**src/rtl/dsp_file_engine_if.sv**
```systemverilog
// File bus between the DSP equation blocks (master) and the file engine (slave).
// Handshake: a rising edge of file_read/file_write starts one transfer; file_active stays high until it completes.
interface dsp_file_engine_if #(
    parameter int NUM_FILES = 4
);
    logic [7:0]           file_num;
    logic                 file_read;
    logic                 file_write;
    logic [31:0]          file_write_data;
    logic                 file_clear;
    logic [31:0]          file_read_data;
    logic                 file_active;
    logic                 file_error;
    logic [NUM_FILES-1:0] file_empty;
    logic [NUM_FILES-1:0] file_full;
    logic [2:0]           fsm_state;

    modport master (
        output file_num, file_read, file_write, file_write_data, file_clear,
        input  file_read_data, file_active, file_error, file_empty, file_full, fsm_state
    );

    modport slave (
        input  file_num, file_read, file_write, file_write_data, file_clear,
        output file_read_data, file_active, file_error, file_empty, file_full, fsm_state
    );
endinterface

```
**src/rtl/dsp_file_engine.sv**
```systemverilog
// NUM_FILES independent circular FIFOs of 32-bit words sharing one sync-read RAM,
// serviced one request at a time from edges on file_read / file_write.
module dsp_file_engine #(
    parameter int NUM_FILES = 4,
    parameter int DEPTH     = 16,
    parameter int AW        = 4
) (
    input  logic               wb_clk,
    input  logic               wb_rst_n,
    dsp_file_engine_if.slave   bus
);
    localparam int FW        = (NUM_FILES > 1) ? $clog2(NUM_FILES) : 1;
    localparam int ADW       = FW + AW;
    localparam int RAM_WORDS = 2 ** ADW;
    localparam logic [7:0]    NF8      = NUM_FILES[7:0];
    localparam logic [AW:0]   FULL_CNT = DEPTH[AW:0];
    localparam logic [AW:0]   CNT_ONE  = 1;
    localparam logic [AW-1:0] PTR_ONE  = 1;

    typedef enum logic [2:0] {IDLE, RD_ADDR, RD_DATA, WR, ERR} state_t;

    state_t          state, state_n;
    logic            prev_rd, prev_wr;
    logic            start_rd, start_wr;
    logic            go_rd, go_wr, go_err;
    logic            req_ok;
    logic [FW-1:0]   req_idx;
    logic [AW:0]     req_count;
    logic [FW-1:0]   fnum_q;
    logic [31:0]     wdata_q;
    logic [31:0]     ram_q;
    logic [31:0]     read_data_q;
    logic            error_q;
    logic [AW-1:0]   rd_ptr [NUM_FILES];
    logic [AW-1:0]   wr_ptr [NUM_FILES];
    logic [AW:0]     count  [NUM_FILES];
    logic [31:0]     mem    [RAM_WORDS];
    logic [ADW-1:0]  rd_addr, wr_addr;
    logic            ram_we;

    always_comb begin
        start_rd  = bus.file_read  & ~prev_rd;
        start_wr  = bus.file_write & ~prev_wr;
        req_ok    = bus.file_num < NF8;
        req_idx   = bus.file_num[FW-1:0];
        req_count = count[req_idx];
        go_rd     = 1'b0;
        go_wr     = 1'b0;
        go_err    = 1'b0;
        state_n   = state;
        case (state)
            IDLE: begin
                // Simultaneous edges are ambiguous, so neither is performed.
                if (start_rd && start_wr) begin
                    go_err = 1'b1;
                end else if (start_rd) begin
                    if (!req_ok || req_count == '0) go_err = 1'b1;
                    else                            go_rd  = 1'b1;
                end else if (start_wr) begin
                    if (!req_ok || req_count == FULL_CNT) go_err = 1'b1;
                    else                                  go_wr  = 1'b1;
                end
                if (go_rd)       state_n = RD_ADDR;
                else if (go_wr)  state_n = WR;
                else if (go_err) state_n = ERR;
            end
            RD_ADDR: state_n = RD_DATA;
            RD_DATA: state_n = IDLE;
            WR:      state_n = IDLE;
            ERR:     state_n = IDLE;
            default: state_n = IDLE;
        endcase
        if (bus.file_clear) state_n = IDLE;
    end

    always_ff @(posedge wb_clk or negedge wb_rst_n) begin
        if (!wb_rst_n) begin
            state       <= IDLE;
            prev_rd     <= 1'b0;
            prev_wr     <= 1'b0;
            fnum_q      <= '0;
            wdata_q     <= '0;
            read_data_q <= '0;
            error_q     <= 1'b0;
            for (int f = 0; f < NUM_FILES; f++) begin
                rd_ptr[f] <= '0;
                wr_ptr[f] <= '0;
                count[f]  <= '0;
            end
        end else begin
            state   <= state_n;
            prev_rd <= bus.file_read;
            prev_wr <= bus.file_write;
            // Clear aborts any transfer before it can commit a pointer update.
            if (bus.file_clear) begin
                for (int f = 0; f < NUM_FILES; f++) begin
                    rd_ptr[f] <= '0;
                    wr_ptr[f] <= '0;
                    count[f]  <= '0;
                end
            end else begin
                if (go_rd || go_wr) begin
                    fnum_q  <= req_idx;
                    wdata_q <= bus.file_write_data;
                    error_q <= 1'b0;
                end
                if (go_err) error_q <= 1'b1;
                if (state == RD_DATA) begin
                    read_data_q    <= ram_q;
                    rd_ptr[fnum_q] <= rd_ptr[fnum_q] + PTR_ONE;
                    count[fnum_q]  <= count[fnum_q] - CNT_ONE;
                end
                if (state == WR) begin
                    wr_ptr[fnum_q] <= wr_ptr[fnum_q] + PTR_ONE;
                    count[fnum_q]  <= count[fnum_q] + CNT_ONE;
                end
            end
        end
    end

    always_comb begin
        rd_addr = {fnum_q, rd_ptr[fnum_q]};
        wr_addr = {fnum_q, wr_ptr[fnum_q]};
        ram_we  = (state == WR) && !bus.file_clear;
    end

    // RAM contents carry no reset; only pointers and counts define what is valid.
    always_ff @(posedge wb_clk) begin
        if (ram_we) mem[wr_addr] <= wdata_q;
        ram_q <= mem[rd_addr];
    end

    assign bus.file_active    = (state != IDLE) | ((start_rd | start_wr) & (state == IDLE));
    assign bus.file_read_data = read_data_q;
    assign bus.file_error     = error_q;
    assign bus.fsm_state      = state;

    for (genvar f = 0; f < NUM_FILES; f++) begin : g_flags
        assign bus.file_empty[f] = (count[f] == '0);
        assign bus.file_full[f]  = (count[f] == FULL_CNT);
    end
endmodule

```
**src/flat_wrapper.sv**
```systemverilog
// flat-port wrapper written by rule: the top's interface ports become plain ports
module dsp_file_engine_flat 
#(
    parameter int NUM_FILES = 4,
    parameter int DEPTH     = 16,
    parameter int AW        = 4
)
  (wb_clk, wb_rst_n, bus_file_num, bus_file_read, bus_file_write, bus_file_write_data, bus_file_clear, bus_file_read_data, bus_file_active, bus_file_error, bus_file_empty, bus_file_full, bus_fsm_state);
  dsp_file_engine_if #(.NUM_FILES(NUM_FILES)) bus_i ();
  input  logic wb_clk;
  input  logic wb_rst_n;
  input wire logic [$bits(bus_i.file_num)-1:0] bus_file_num;
  input wire logic [$bits(bus_i.file_read)-1:0] bus_file_read;
  input wire logic [$bits(bus_i.file_write)-1:0] bus_file_write;
  input wire logic [$bits(bus_i.file_write_data)-1:0] bus_file_write_data;
  input wire logic [$bits(bus_i.file_clear)-1:0] bus_file_clear;
  output wire logic [$bits(bus_i.file_read_data)-1:0] bus_file_read_data;
  output wire logic [$bits(bus_i.file_active)-1:0] bus_file_active;
  output wire logic [$bits(bus_i.file_error)-1:0] bus_file_error;
  output wire logic [$bits(bus_i.file_empty)-1:0] bus_file_empty;
  output wire logic [$bits(bus_i.file_full)-1:0] bus_file_full;
  output wire logic [$bits(bus_i.fsm_state)-1:0] bus_fsm_state;
  assign bus_i.file_num = bus_file_num;
  assign bus_i.file_read = bus_file_read;
  assign bus_i.file_write = bus_file_write;
  assign bus_i.file_write_data = bus_file_write_data;
  assign bus_i.file_clear = bus_file_clear;
  assign bus_file_read_data = bus_i.file_read_data;
  assign bus_file_active = bus_i.file_active;
  assign bus_file_error = bus_i.file_error;
  assign bus_file_empty = bus_i.file_empty;
  assign bus_file_full = bus_i.file_full;
  assign bus_fsm_state = bus_i.fsm_state;
  dsp_file_engine #(.NUM_FILES(NUM_FILES), .DEPTH(DEPTH), .AW(AW)) u_core (.wb_clk(wb_clk), .wb_rst_n(wb_rst_n), .bus(bus_i));
endmodule
```
**config.mk**
```make
export PLATFORM = sky130hd
export DESIGN_NAME = dsp_file_engine_flat
export DESIGN_NICKNAME = d
export VERILOG_FILES = /design/src/rtl/dsp_file_engine_if.sv /design/src/rtl/dsp_file_engine.sv /design/src/flat_wrapper.sv
export SDC_FILE = /design/constraint.sdc
export NUM_CORES = 2
export LEC_CHECK = 0
export BUFFER_PORTS_ARGS = -buffer_cell sky130_fd_sc_hd__buf_2
export CORE_MARGIN = 2
export CORE_UTILIZATION = 25
export DETAILED_ROUTE_END_ITERATION = 8
export SETUP_SLACK_MARGIN = 0.4
export SYNTH_ARGS = -nofsm -noshare
export SYNTH_HDL_FRONTEND = slang
export SYNTH_SLANG_ARGS = --single-unit
export TNS_END_PERCENT = 50
```
**constraint.sdc**
```tcl
create_clock -name wb_clk -period 11.82 [get_ports wb_clk]
set_input_delay 1.182 -clock wb_clk [delete_from_list [all_inputs] [get_ports wb_clk]]
set_output_delay 1.182 -clock wb_clk [all_outputs]
set_load 0.05 [all_outputs]
```
# Word-level counts from Yosys, hierarchy flattened
# Memories as Yosys holds them, arrays and structs flattened. A register that Yosys moved wholly into a read port is not among the register bits.
# Cells that the tools add are included.
[totals] ramBits=2048 memories=1 register_bits=124 elab_cells=123 input_bits=45
[memory_table] memory="u_core.mem" depth=64 width=32 rd=1 rd_clocked_by_memory_dff=1 wr=1 line="dsp_file_engine.sv:37" text="logic [31:0] mem [RAM_WORDS];"
[op_classes] n_lt_le_gt_ge=4 n_addsub=4 muxes=55 n_eq_ne=9 n_reduce_logical=21 n_bitwise=10
[ops] operator="20-bit 2-to-1 mux" count=4
[ops] operator="16-bit 2-to-1 mux" count=4
[ops] operator="20-bit bitwise mux" count=2
[ops] operator="16-bit bitwise mux" count=2
[ops] operator="5-bit equality test (second input constant)" count=5
[ops] operator="5-bit zero test" count=5
[ops] operator="5-bit 2-to-1 mux" count=5
[ops] operator="1-bit 2-to-1 mux" count=22
[ops] operator="5-bit binary-select mux with 2-bit select" count=2
[ops] operator="4-bit 2-to-1 mux" count=5
[ops] operator="4-bit binary-select mux with 2-bit select" count=2
[ops] operator="3-bit 2-to-1 mux" count=4
[ops] operator="5-bit demux with 2-bit select" count=1
[ops] operator="4-bit by 1-bit adder with 4-bit output (second input constant)" count=2
[ops] operator="4-bit demux with 2-bit select" count=1
[ops] operator="8-bit by 3-bit < comparator with 1-bit output (second input constant)" count=1
[ops] operator="3-bit by 2-bit equality test with 1-bit output (second input constant)" count=2
[ops] operator="3-bit >= comparator (second input constant)" count=2
[ops] operator="2-bit inverter with 3-bit output" count=2
[ops] operator="3-bit case mux with 2 select lines" count=1
[ops] operator="2-bit AND reduction" count=3
[ops] operator="2-bit nonzero test" count=3
[ops] operator="5-bit by 1-bit adder with 5-bit output (second input constant)" count=1
[ops] operator="5-bit by 2-bit inequality test with 1-bit output (second input constant)" count=1
[ops] operator="11 further kinds" count=21

# Depth between registers and ports, before layout
[depth] word_depth=16 depth_mapped=13

# Least setup slack after synthesis
# OpenSTA, ideal clock, no wires.
[synth_timing] kind="register to register" startpoint="register u_core.fnum_q[0]" endpoint="memory u_core.mem[55][0], enable pin" path_stages_with_launch=10 n_path_buf=3 setup_ns=0.421 setup_slack_ns=7.954 t_arrival_ns=3.445 synth_period_minus_slack_ns=3.866 cell_sequence="dfrtp_1 -> buf_4 -> buf_2 -> clkbuf_1 -> mux2i_1 -> nor2_1 -> a31oi_1 -> and2_1 -> nand3_1 -> nor2_1"
[synth_via] elab_chain_len=4
[synth_lines] item="start, declared" line="dsp_file_engine.sv:29" text="logic [FW-1:0] fnum_q;"
[synth_lines] item="start signal, assigned" line="dsp_file_engine.sv:103" text="fnum_q <= req_idx;"
[synth_lines] item="2-bit inverter with 3-bit output (implied by the code)" line="dsp_file_engine.sv:123" text="wr_addr = {fnum_q, wr_ptr[fnum_q]};"
[synth_lines] item="4-bit binary-select mux with 2-bit select" line="dsp_file_engine.sv:123"
[synth_lines] item="4-bit 2-to-1 mux (implied by the code) (2 in a row)" line="dsp_file_engine.sv:123"
[synth_lines] item="end, declared" line="dsp_file_engine.sv:37"
# Parallel ways exist; a longest one is shown, timed or not. The select of a mux whose other input is x is not followed.

# Worst setup path in the final report
[layout_timing] startpoint="register u_core.fnum_q[0]" endpoint="register u_core.ram_q[7] (read register of u_core.mem)"
[layout_via] elab_chain_len=4
[layout_lines] item="2-bit inverter with 3-bit output (implied by the code)" line="dsp_file_engine.sv:122" text="rd_addr = {fnum_q, rd_ptr[fnum_q]};"
[layout_lines] item="4-bit binary-select mux with 2-bit select" line="dsp_file_engine.sv:122"
[layout_lines] item="4-bit 2-to-1 mux (implied by the code) (2 in a row)" line="dsp_file_engine.sv:122"
[layout_lines] item="end, declared" line="dsp_file_engine.sv:31" text="logic [31:0] ram_q;"
# Parallel ways exist; a longest one is shown, timed or not. The select of a mux whose other input is x is not followed.
# A chain may end at the register's enable or synchronous reset.

==> summary.md <==
| Metric | Value |
|---|---|
| Core Box Area | 0.3401 mm2 |
| Level count of the clock H-tree | 4 |
| Iteration-0 DRC count of the detailed router | 6185 |
| Per-cell routed wire length | 24.08 um |
| Synth Register Bits | 2204 |
| Count of placed standard cells in the final layout, fillers left out | 10260 |
| Placed instance count | 9853 |
| Post-synthesis cell area | 0.08546 mm2 |
| Antenna-violating nets left | 0 |
| Number of warnings issued by yosys | 0 |
| Setup repair after global routing missed its margin | no |
| Final hold viol count | 0 |
| Met3 wire length | 21900 um |
| First element of the critical path | u_core.fnum_q[0] |
| Slew of the pin with the lowest slew margin | 1.322 ns |
| Detailed placer's ending HPWL | 134600 um |
| Total power | 15.68 mW |
| Number of distinct standard cells referenced by the synthesized netlist | 54 |
| Power density relative to cell area | 158.2 mW/mm2 |
| Maximum number of pins on one net before global-route repair | 125 |
| Status | complete, no violations |
| Number of maximum-capacitance constraint violations | 0 |
| Final Critical Period | 5.281 ns |
| Number of enable flip-flop cells after synthesis | 2048 |
| Clk sinks | 2204 |
| Final-layout worst hold slack | 0.3947 ns |
| Slowest cell delay on critical path | 1.09 ns |
| Detail Route met2 WL | 117100 um |
| Post-synthesis cell count | 5418 |
| Highest routed layer | met5 |
| # resized after CTS | 0 |
| Data arrival time of the worst path | 6.00 ns |
| Design area | 0.09911 mm2 |
| CTS max path bufs | 3 |
| Static power due to leakage | 31.88 nW |
| Die H | 588.7 um |
| Period utilisation layout | 44.68% |
| Reg-to-reg critical path startpoint | u_core.fnum_q[0] |
| Sum of routed wire segments on met1 | 101300 um |
| Setup TNS | 0 ns |
| Setup crit start kind | flop |
| Final standard cell utilization of the core | 29.15% |
| Setup slack of the critical path after layout | 6.539 ns |
| Area after detailed placement | 0.09200 mm2 |
| Vias | 49750 |
| Placer congestion estimate | 0.8036 |
| Final-report max-slew violation count | 0 |
| Portion of the post-synthesis area used by sequential elements | 76.35% |
| DIE WIDTH | 588.7 um |
| TritonCTS clock tree | done |
| Post-detailed-route via-to-cell ratio | 4.850 |
| I/O pin count | 90 |
| 1st-pass router iterations | 8 |
| Relative slew margins | 11.90% |
| Routed WL | 247000 um |
| CTS Hold Buffers Added | 0 |
| Clock skew | 0.03926 ns |
| FMAX | 189.4 MHz |
| Cell at the root of the clock tree | sky130_fd_sc_hd__clkbuf_16 |
| Worst-path fanout max | 58 |
| FILL cells | 33520 |
| Number of buffers added by the clock tree synthesis step | 214 |
| Number of setup buffers added after CTS | 0 |
| Floorplan die area | 0.3465 mm2 |
| Synthesized Nets | 5467 |
| Kind of capture point of the worst setup path | flop |
| Max VDD drop | 123.1 uV |
| Endpoint required time on the critical path | 12.54 ns |
| Residual overflow from global routing | 0 |
| Number of antenna violations at the first check in global routing | 11 |
| Critical-path cell list | buf_4, mux4_4, buf_4, nand2b_4, buf_4, o221ai_1, o22ai_1, o211ai_1, or3_1 |
| Number of buffer cells added on primary ports | 89 |
| Async SR Flop Fraction | 5.626% |
| GRT Resource Usage Total | 13.77% |
| Most frequent cell on the critical path | sky130_fd_sc_hd__buf_4 |
| Area growth from synthesis to final layout | 15.98% |
| First-pass GRT wire length | 350300 um |
| Post-placement setup slack | 6.613 ns |
| Share of final-layout standard cells stronger than drive strength 1 | 14.70% |
| # nets final | 5582 |
| Most used flip-flop cell after synthesis | sky130_fd_sc_hd__edfxtp_1 |
| Mean post-synth cell area | 15.77 um2 |
| Clock-pin slew of the registers on the worst-case setup and hold paths | 0.06 ns |
| Critical path start-end classification | flop to flop |
| Clock latency on the worst-skew pair | 0.85 ns |
| Initial core utilization | 25.13% |
| Final setup violation count | 0 |
| Num rows | 214 |
| Vias in the first global route | 48100 |
| DRC violation count after routing | 0 |
| Worst hold-check path type | input port to async pin |
| Cell with the largest stage delay on the worst path | sky130_fd_sc_hd__mux4_4 |
-- synthesized netlist by cell type, types with 12 or more instances --
cell,number,area [um2]
sky130_fd_sc_hd__a21oi_1,138,690.7
sky130_fd_sc_hd__a2111oi_0,12,105.1
sky130_fd_sc_hd__dfxtp_1,32,640.6
sky130_fd_sc_hd__buf_1,43,161.4
sky130_fd_sc_hd__mux2i_1,249,2492
sky130_fd_sc_hd__nand4_1,18,112.6
sky130_fd_sc_hd__o211ai_1,12,90.09
sky130_fd_sc_hd__o22ai_1,69,431.7
sky130_fd_sc_hd__and3_1,12,75.07
sky130_fd_sc_hd__o21ai_0,28,140.1
sky130_fd_sc_hd__nand2_1,1032,3874
sky130_fd_sc_hd__a311oi_1,106,928.4
sky130_fd_sc_hd__nor2_1,149,559.3
sky130_fd_sc_hd__edfxtp_1,2048,61500
sky130_fd_sc_hd__a32oi_1,42,367.9
sky130_fd_sc_hd__a22oi_1,29,217.7
sky130_fd_sc_hd__mux2_2,40,450.4
sky130_fd_sc_hd__nor2b_1,141,882.1
sky130_fd_sc_hd__o221ai_1,75,656.9
sky130_fd_sc_hd__a31oi_1,90,563.0
sky130_fd_sc_hd__nand3_1,166,830.8
sky130_fd_sc_hd__a211oi_1,156,1171
sky130_fd_sc_hd__dfrtp_1,124,3103
sky130_fd_sc_hd__nor3_1,31,155.2
sky130_fd_sc_hd__nor4_1,40,250.2
sky130_fd_sc_hd__or3_1,30,187.7
sky130_fd_sc_hd__xnor2_1,14,122.6
sky130_fd_sc_hd__mux4_2,130,2928
sky130_fd_sc_hd__clkbuf_1,197,739.5
sky130_fd_sc_hd__buf_2,96,480.5
-- final timing paths --
| path | endpoint | slack, ns | cells past startpoint |
|---|---|---|---|
| setup / recovery | u_core.ram_q[7] | 6.54 | 9 |
| hold / removal | u_core.bus.file_read_data[24] | 0.39 | 1 |
| setup reg to reg | u_core.ram_q[7] | 6.54 | 9 |
| hold reg to reg | u_core.wdata_q[24] | 0.49 | 2 |
| max in group asynchronous | u_core.count[8] | 9.89 | 2 |
| min in group wb_clk | u_core.prev_wr | 0.47 | 1 |
-- per-layer routing --
layer / vias up / global-route usage, %
met3: 336 / 2.709
met4: 2 / 4.055
li1: 21220 / -
met2: 2284 / 22.46
met1: 25910 / 18.50
met5: - / 0
-- critical path: cells and delay by family, from the launching register on --
family / cells / cell delay (ns)
AND/OR/NAND/NOR: 2 / 1.02
buffers and inverters: 3 / 1.70
multiplexers: 1 / 1.09
flip-flops: 1 / 0.40
AO/OA/AOI/OAI: 3 / 0.75
-- logic make-up (layout without fill, tap and decap cells) --
logic type | Yosys count | count (layout) | synth area share, %
XOR/XNOR | 16 | 16 | 0.1640
flip-flops | 2204 | 2204 | 76.35
other | 0 | 1 | 0
multiplexers | 420 | 420 | 6.896
AND/OR/NAND/NOR | 1647 | 1647 | 8.335
adder cells (fa/ha/maj) | 4 | 4 | 0.05857
AO/OA/AOI/OAI | 780 | 780 | 6.510
buffers and inverters | 347 | 649 | 1.691
-- layout make-up --
cell class	instances	area [um2]	share of cell area (%)
flip-flops and latches	2204	65280	65.87
multi-input cells	2867	19370	19.55
clock buffers	277	5743	5.795
well taps	4536	5675	5.726
repair buffers	241	1638	1.653
clock inverters	126	1364	1.376
inverters	5	33.78	0.03409
diodes	1	2.502	0.002525
-- power by group --
| part | switching, mW | internal, mW | total [mW] |
|---|---|---|---|
| clock network | 2.96 | 3.96 | 6.92 |
| registers | 0.0516 | 8.52 | 8.57 |
| logic | 0.155 | 0.0371 | 0.192 |
| total | 3.17 | 12.5 | 15.7 |
-- state kept, by name, indices dropped and copies added, names as in the netlist --
name,count
u_core.bus.file_error,1
u_core.bus.file_read_data,32
u_core.bus.fsm_state,3
u_core.count,20
u_core.fnum_q,2
u_core.mem,2048
u_core.prev_rd,1
u_core.prev_wr,1
u_core.ram_q,32
u_core.rd_ptr,16
u_core.wdata_q,32
u_core.wr_ptr,16
-- layout by cell type, fill, tap and decap left out, drive strengths merged, types with 138 or more instances in the layout --
cell,Yosys,final
mux2i,250,250
nor2,149,149
nand2,1032,1032
nand3,166,166
a211oi,156,156
a21oi,138,138
nor2b,141,141
edfxtp,2048,2048
buf,145,241
clkbuf,197,277
(Power assumes the default switching activity.)
